==> config.mk <==
export PLATFORM = sky130hd
export DESIGN_NAME = psw_input_conditioner
export DESIGN_NICKNAME = d
export VERILOG_FILES = /design/src/rtl/psw_input_conditioner.sv
export SDC_FILE = /design/constraint.sdc
export NUM_CORES = 1
export LEC_CHECK = 0
export BUFFER_PORTS_ARGS = -buffer_cell sky130_fd_sc_hd__buf_2
export CAP_MARGIN = 0
export CORE_MARGIN = 1.5
export CORE_UTILIZATION = 61
export CTS_CLUSTER_SIZE = 40
export DETAILED_ROUTE_END_ITERATION = 6
export PLACE_DENSITY_LB_ADDON = 0.08
export SLEW_MARGIN = 20
export SYNTH_ARGS = -nofsm -noshare
export SYNTH_HDL_FRONTEND = slang
export SYNTH_SLANG_ARGS = --single-unit
==> constraint.sdc <==
create_clock -name MAX10_CLK1_50 -period 3.8 [get_ports MAX10_CLK1_50]
set_input_delay 0.38 -clock MAX10_CLK1_50 [delete_from_list [all_inputs] [get_ports MAX10_CLK1_50]]
set_output_delay 0.38 -clock MAX10_CLK1_50 [all_outputs]
set_load 0.05 [all_outputs]
==> src/rtl/psw_input_conditioner.sv <==
// Synchronises/debounces the push-button and switch bank; one captured digit per clean press on valid/ready.
// Latency: digit_valid rises DEBOUNCE_CYCLES+2 edges after the press is first sampled; a capture while a digit is pending and ready is low is dropped and flags overrun.
module psw_input_conditioner #(
    parameter int DEBOUNCE_CYCLES = 500000,
    parameter bit KEY_ACTIVE_LOW  = 1'b1,
    parameter int DIGIT_W         = 4
) (
    input  logic               MAX10_CLK1_50,
    input  logic               rst,
    input  logic               key_raw,
    input  logic [DIGIT_W-1:0] sw_raw,
    input  logic               digit_ready,
    input  logic               clr_overrun,
    output logic [DIGIT_W-1:0] digit,
    output logic               digit_valid,
    output logic               key_pressed,
    output logic               overrun,
    output logic [1:0]         db_state
);

    localparam int              CNT_W   = $clog2(DEBOUNCE_CYCLES + 1);
    localparam logic [CNT_W-1:0] CNT_MAX = CNT_W'(DEBOUNCE_CYCLES);
    localparam logic [CNT_W-1:0] CNT_ONE = CNT_W'(1);

    localparam logic [1:0] RELEASED     = 2'd0;
    localparam logic [1:0] PRESS_PEND   = 2'd1;
    localparam logic [1:0] HELD         = 2'd2;
    localparam logic [1:0] RELEASE_PEND = 2'd3;

    localparam logic KEY_IDLE = KEY_ACTIVE_LOW;

    logic               key_s1, key_s2, key_sync;
    logic [DIGIT_W-1:0] sw_s1, sw_s2;
    logic [1:0]         arm_pipe;
    logic               armed;
    logic [1:0]         state, state_nxt;
    logic [CNT_W-1:0]   cnt, cnt_nxt;
    logic               capture;
    logic               xfer;

    assign key_sync = key_s2 ^ KEY_ACTIVE_LOW;

    // A press still held across reset must be released before it can count again;
    // arm_pipe waits until the synchroniser carries post-reset samples.
    always_ff @(posedge MAX10_CLK1_50) begin
        if (rst) begin
            key_s1   <= KEY_IDLE;
            key_s2   <= KEY_IDLE;
            sw_s1    <= '0;
            sw_s2    <= '0;
            arm_pipe <= 2'b00;
            armed    <= 1'b0;
        end else begin
            key_s1   <= key_raw;
            key_s2   <= key_s1;
            sw_s1    <= sw_raw;
            sw_s2    <= sw_s1;
            arm_pipe <= {arm_pipe[0], 1'b1};
            if (arm_pipe[1] && !key_sync) begin
                armed <= 1'b1;
            end
        end
    end

    always_comb begin
        state_nxt = state;
        cnt_nxt   = cnt;
        capture   = 1'b0;
        case (state)
            RELEASED: begin
                if (armed && key_sync) begin
                    state_nxt = PRESS_PEND;
                    cnt_nxt   = CNT_ONE;
                end
            end
            PRESS_PEND: begin
                if (!key_sync) begin
                    state_nxt = RELEASED;
                    cnt_nxt   = '0;
                end else if (cnt >= CNT_MAX) begin
                    state_nxt = HELD;
                    cnt_nxt   = '0;
                    capture   = 1'b1;
                end else begin
                    cnt_nxt = cnt + CNT_ONE;
                end
            end
            HELD: begin
                if (!key_sync) begin
                    state_nxt = RELEASE_PEND;
                    cnt_nxt   = CNT_ONE;
                end
            end
            RELEASE_PEND: begin
                if (key_sync) begin
                    state_nxt = HELD;
                    cnt_nxt   = '0;
                end else if (cnt >= CNT_MAX) begin
                    state_nxt = RELEASED;
                    cnt_nxt   = '0;
                end else begin
                    cnt_nxt = cnt + CNT_ONE;
                end
            end
        endcase
    end

    assign xfer = digit_valid && digit_ready;

    always_ff @(posedge MAX10_CLK1_50) begin
        if (rst) begin
            state       <= RELEASED;
            cnt         <= '0;
            digit       <= '0;
            digit_valid <= 1'b0;
            overrun     <= 1'b0;
        end else begin
            state <= state_nxt;
            cnt   <= cnt_nxt;
            if (capture) begin
                if (!digit_valid || digit_ready) begin
                    digit       <= sw_s2;
                    digit_valid <= 1'b1;
                end
            end else if (xfer) begin
                digit_valid <= 1'b0;
            end
            // A drop on the same edge as a clear leaves the flag set.
            if (capture && digit_valid && !digit_ready) begin
                overrun <= 1'b1;
            end else if (clr_overrun) begin
                overrun <= 1'b0;
            end
        end
    end

    assign key_pressed = state[1];
    assign db_state    = state;

endmodule

* Word level (Yosys, flattened, before mapping) *
Cells that the tools add are included.

word-level totals
  register bits after elaboration = 40
  latch bits = 0
  bits in writable memories = 0
  ROM bits = 0
  input port bits = 9
  output and inout bits = 9
  word-level logic and storage cells = 60
  memories = 0

operators by class
  add/sub/neg operators = 1
  $mul = 0
  divide/modulo/power cells = 0
  $lt $le $gt $ge = 1
  eq/ne operators = 8
  shifts and indexed selects = 0
  muxes and demuxes = 22
  bitwise logic cells = 1
  reduce and logical (&&, ||, !) cells = 15

operators by type and width
  kind                     count
  $mux W19                 5
  $pmux W19 S4             1
  $add A19 B1 Y19 const B  1
  $ge A19 B19 Y1 const B   1
  $mux W2                  6
  $mux W1                  9
  $pmux W2 S4              1
  $ne A3 B3 Y1 const B     2
  $reduce_and A2 Y1        3
  $logic_and A1 B1 Y1      5
  $eq A2 B2 Y1 const B     2
  $ne A2 B2 Y1 const B     2
  $reduce_and A4 Y1        1
  $reduce_bool A2 Y1       2
  $eq A2 B1 Y1 const B     1
  $logic_not A1 Y1         2
  $logic_not A2 Y1         1
  $ne A2 B1 Y1 const B     1
  $logic_or A1 B1 Y1       1
  $not A1 Y1               1

* Depth between registers and ports, before layout *
  depth after elaboration = 7
  depth in mapped cells = 6
  mapped depth without buffers = 6

* Worst setup path before layout *
No wires, ideal clock.

  kind = reg2reg
  from = register with a tool-made name
  to = register cnt[12]
  setup time = 0.062 ns
  arrival = 2.076 ns
  required time = 3.738 ns
  setup slack = 1.662 ns
  cell stages (with the launch flop) = 7
  path buffers = 1
  clock period less this slack = 2.138 ns
  path through = dfxtp_1 -> and2_1 -> o21ai_0 -> a211o_1 -> buf_6 -> or4_1 -> nand3_1

RTL lines
  element                 RTL line  RTL
  end signal: assignment  119       cnt <= cnt_nxt;
  end: declaration        37        logic [CNT_W-1:0] cnt, cnt_nxt;

* Final worst setup path *
  from = register cnt[10]
  to = register cnt[12]

on the way
  longest elaborated chain between the ends = 4
  elaborated cells on any way between the ends = 6
  those cells by class = add/sub: 1; order compare: 1; mux: 4

ends and longest elaborated chain
  element                                            RTL line  RTL
  $add A19 B1 Y19 or $ge A19 B19 Y1 (tied branches)  -
  $mux W19 *                                         80, 98
  $mux W19, on equally long branches                 95, 77
  $pmux W19 S4 *                                     69        case (state)

Mark *: on every way between the ends. The rest lies on a longest branch, timed or not.
A chain may end at the register's enable or synchronous reset.

==> metrics.md <==
| Metric | Value |
|---|---|
| Starting Density | `0.666` |
| Final ANT Viol Nets | `0` |
| Hold path depth | `2` |
| Root Buffer | `clkbuf_4` |
| Syn Inst Count | `190` |
| Critical Path Stages | `5` |
| Dpl cells | `230` |
| Leak pwr | `0.734 nW` |
| Worst-path cell chain | `nor4_1 > nand3_1 > a211o_1 > or4_1 > nand3_1` |
| Post-CTS Hold Buffers | `0` |
| Drt pass-1 iters | `4` |
| Syn_nets | `201` |
| VDD IR-drop max | `0.369 mV` |
| Top delay family on crit path | `simple AND/OR/NAND/NOR gates` |
| Setup bufs post-CTS | `0` |
| Adder and majority cell fraction of the synthesized area | `0.0148` |
| Setup Crit Path Kind | `flop to flop` |
| Critical Path RT | `4120 ps` |
| H-tree levels | `2` |
| Sequential Area | `801 um2` |
| Most common cell after layout, fill and taps aside | `dfxtp_1` |
| Fill count | `213` |
| Post-Synth Simple-Gate Area | `0.249` |
| Max Clock Freq | `489 MHz` |
| GR Overflow Total | `0` |
| Clk buf depth | `2` |
| Post-route DRC | `0` |
| Final wirelength | `3590 um` |
| Post-synthesis sequential area ratio | `0.472` |
| Core ar. | `2540 um2` |
| Hold Path Class | `input port to flop` |
| Crit path max fanout | `10` |
| Largest family of logic cells by synthesized area | `simple AND/OR/NAND/NOR gates` |
| Most frequent cells in the layout | `dfxtp_1 (40), nand3_1 (19), nand2_1 (17), buf_2 (17), a21oi_1 (11)` |
| Number of I/O pins | `18` |
| Synth Cell Area | `1700 um2` |
| Xor and xnor area share after synthesis | `0.0207` |
| First-pass GRT wire length | `5950 um` |
| Die X | `55.7 um` |
| CTS tree | `yes` |
| # port buffers | `17` |
| Cell Pwr Density | `367 nW/um2` |
| RSZ-0062 raised after global routing | `no` |
| Reg2Reg Depth | `5` |
| Num CTS Buffers | `5` |
| FFs w/ async S/R, synth | `0` |
| Crit path buffers/inverters | `0` |
| Share of post-route cells with drive strength above 1 | `0.149` |
| Unique masters post-synth | `41` |
| Worst rel slew slack | `0.497` |
| Synth Area in Compound Gates | `0.181` |
| Setup slack, reg-to-reg | `1750 ps` |
| Row count | `18` |
| Post-CTS sizing | `0` |
| Drt initial violations | `57` |
| Clock sink count | `40` |
| Hold_sp | `key_raw` |
| Die Area | `3100 um2` |
| Slowest cell delay on critical path | `530 ps` |
| Synth Register Bits | `40` |
| Post-Route Skew | `14.5 ps` |
| Total track usage | `0.247` |
| Fin crit share | `0.538` |
| Setup total negative slack | `0 ps` |
| Final min period | `2050 ps` |
| Multi-input gate area in the final layout | `821 um2` |
| Post-synthesis mux area share | `0.0177` |
| YS warnings | `0` |
| Hold endpoint | `key_s1` |
| Dominant synthesized flop cell | `dfxtp_1` |
| Mean Syn Cell Area | `8.92 um2` |
| Die H | `55.7 um` |
| Clock-pin slew on the worst setup and hold paths | `130 ps` |
| Critical Path Source Type | `flop` |
| Largest net degree at the start of global routing | `32` |
| Non-filler cells, final | `238` |
| Slew @ Worst Pin | `750 ps` |
| Clk Latency, worst-skew pair | `370 ps` |
| Critical Path End Type | `flop` |
| Status | `finished clean` |
| Post-DP HPWL | `2540 um` |
| Number of global-route vias before repair | `1372` |
| Wire length per cell | `15.1 um` |
| Max-Cap Viols | `0` |
| Area growth, synth to finish | `8.63%` |
| Antenna violations before repair | `0` |
| Max-slew violation count | `0` |
| Setup Viol. Count Final | `0` |
| Hold Violations, Final | `0` |
| Reg2reg start | `cnt[10]` |
| Post-synth EDFFs | `0` |
| Crit-path slowest cell | `or4_1` |
| # nets final | `218` |
| Antenna Diode Count | `0` |
| Vias per Instance | `6.24` |
| Vias | `1484` |
| CP dominant cell by count | `nand3_1` |
| Critical Path AT | `2370 ps` |
| GPL Wtd Cong | `0.837` |
| R2R Path End | `cnt[12]` |
[metal layers]
| metal | part of all wire | global-route usage |
|---|---|---|
| met2 | 0.47 | 0.376 |
| met5 | 0 | 0 |
| met3 | 0.066 | 0.114 |
| met4 | 0.027 | 0.129 |
| met1 | 0.44 | 0.291 |
[area by class of cell]
| class | instances | share of cell area |
|---|---|---|
| inverters | 7 | 0.0143 |
| clock inverters | 3 | 0.0102 |
| clock buffers | 5 | 0.0204 |
| flip-flops and latches | 40 | 0.435 |
| multi-input cells | 134 | 0.446 |
| well taps | 30 | 0.0204 |
| repair buffers | 19 | 0.0543 |
[sequential cells by signal, summed over array words and instances (netlist names), 2 cells and up, named ones only]
register,flops
arm_pipe,2
sw_s1,4
digit,4
sw_s2,4
cnt,19
[Yosys cell counts (2+ instances only)]
library cell  number  area share
and2_1             2      0.0074
nand2_1           17       0.038
and4_1             2       0.010
a21o_1             3       0.013
o21ai_0            3      0.0089
nor3_1             6       0.018
clkbuf_1           6       0.013
o311ai_0           3       0.016
a211oi_1           3       0.013
nor4_1             2      0.0074
buf_4              2      0.0089
or4_1              2      0.0089
and3_1             4       0.015
o31ai_1            3       0.013
nor2b_1            9       0.033
mux2i_1            3       0.018
xor2_1             3       0.016
nor2_1            10       0.022
nand3_1           19       0.056
dfxtp_1           40        0.47
inv_1              7       0.016
a211o_1            2       0.010
or2_2              2      0.0074
a22o_1             2       0.010
a21oi_1           11       0.032
o211ai_1           3       0.013
nand4_1            5       0.018
ha_1               2       0.015
a22oi_1            2      0.0089
[report_power, final]
group	switching, mW	internal (mW)
clock	0.148	0.0710
combinational	0.0160	0.0110
sequential	0.00346	0.427
[worst reg2reg max path, cell delays in order (launching register included)]
cell and delay (ps):
dfxtp_1 380, nor4_1 290, nand3_1 230, a211o_1 440, or4_1 540, nand3_1 110
[per-stage QoR]
stage               setup slack (ps)  instance area [um2]  power, mW   util  hold WS, ps
global route                    1610                 1840      0.698  0.724          167
detailed placement              1810                 1790      0.466  0.702          402
finish                          1750                 1840      0.676  0.724          188
CTS                             1790                 1840      0.674  0.724          194
global placement                1870                 1790      0.465  0.702          400
floorplan                       1660                 1700      0.456      -          389
[worst max path at each step]
| stage | startpoint | to | slack [ps] |
|---|---|---|---|
| finish | cnt[10] | cnt[12] | 1750 |
| global route | cnt[10] | cnt[12] | 1610 |
| CTS | cnt[10] | cnt[12] | 1790 |
| detailed placement | cnt[10] | cnt[12] | 1810 |
| global placement | cnt[10] | cnt[12] | 1870 |
| floorplan | flop | cnt[12] | 1660 |
[kinds of logic after synthesis]
kind of cell / after synthesis
XOR/XNOR: 4
AO/OA/AOI/OAI: 43
multiplexers: 3
buffers and inverters: 16
AND/OR/NAND/NOR: 82
adder cells (fa/ha/maj): 2
flip-flops: 40
No activity file was read; power rests on OpenSTA's default activity.
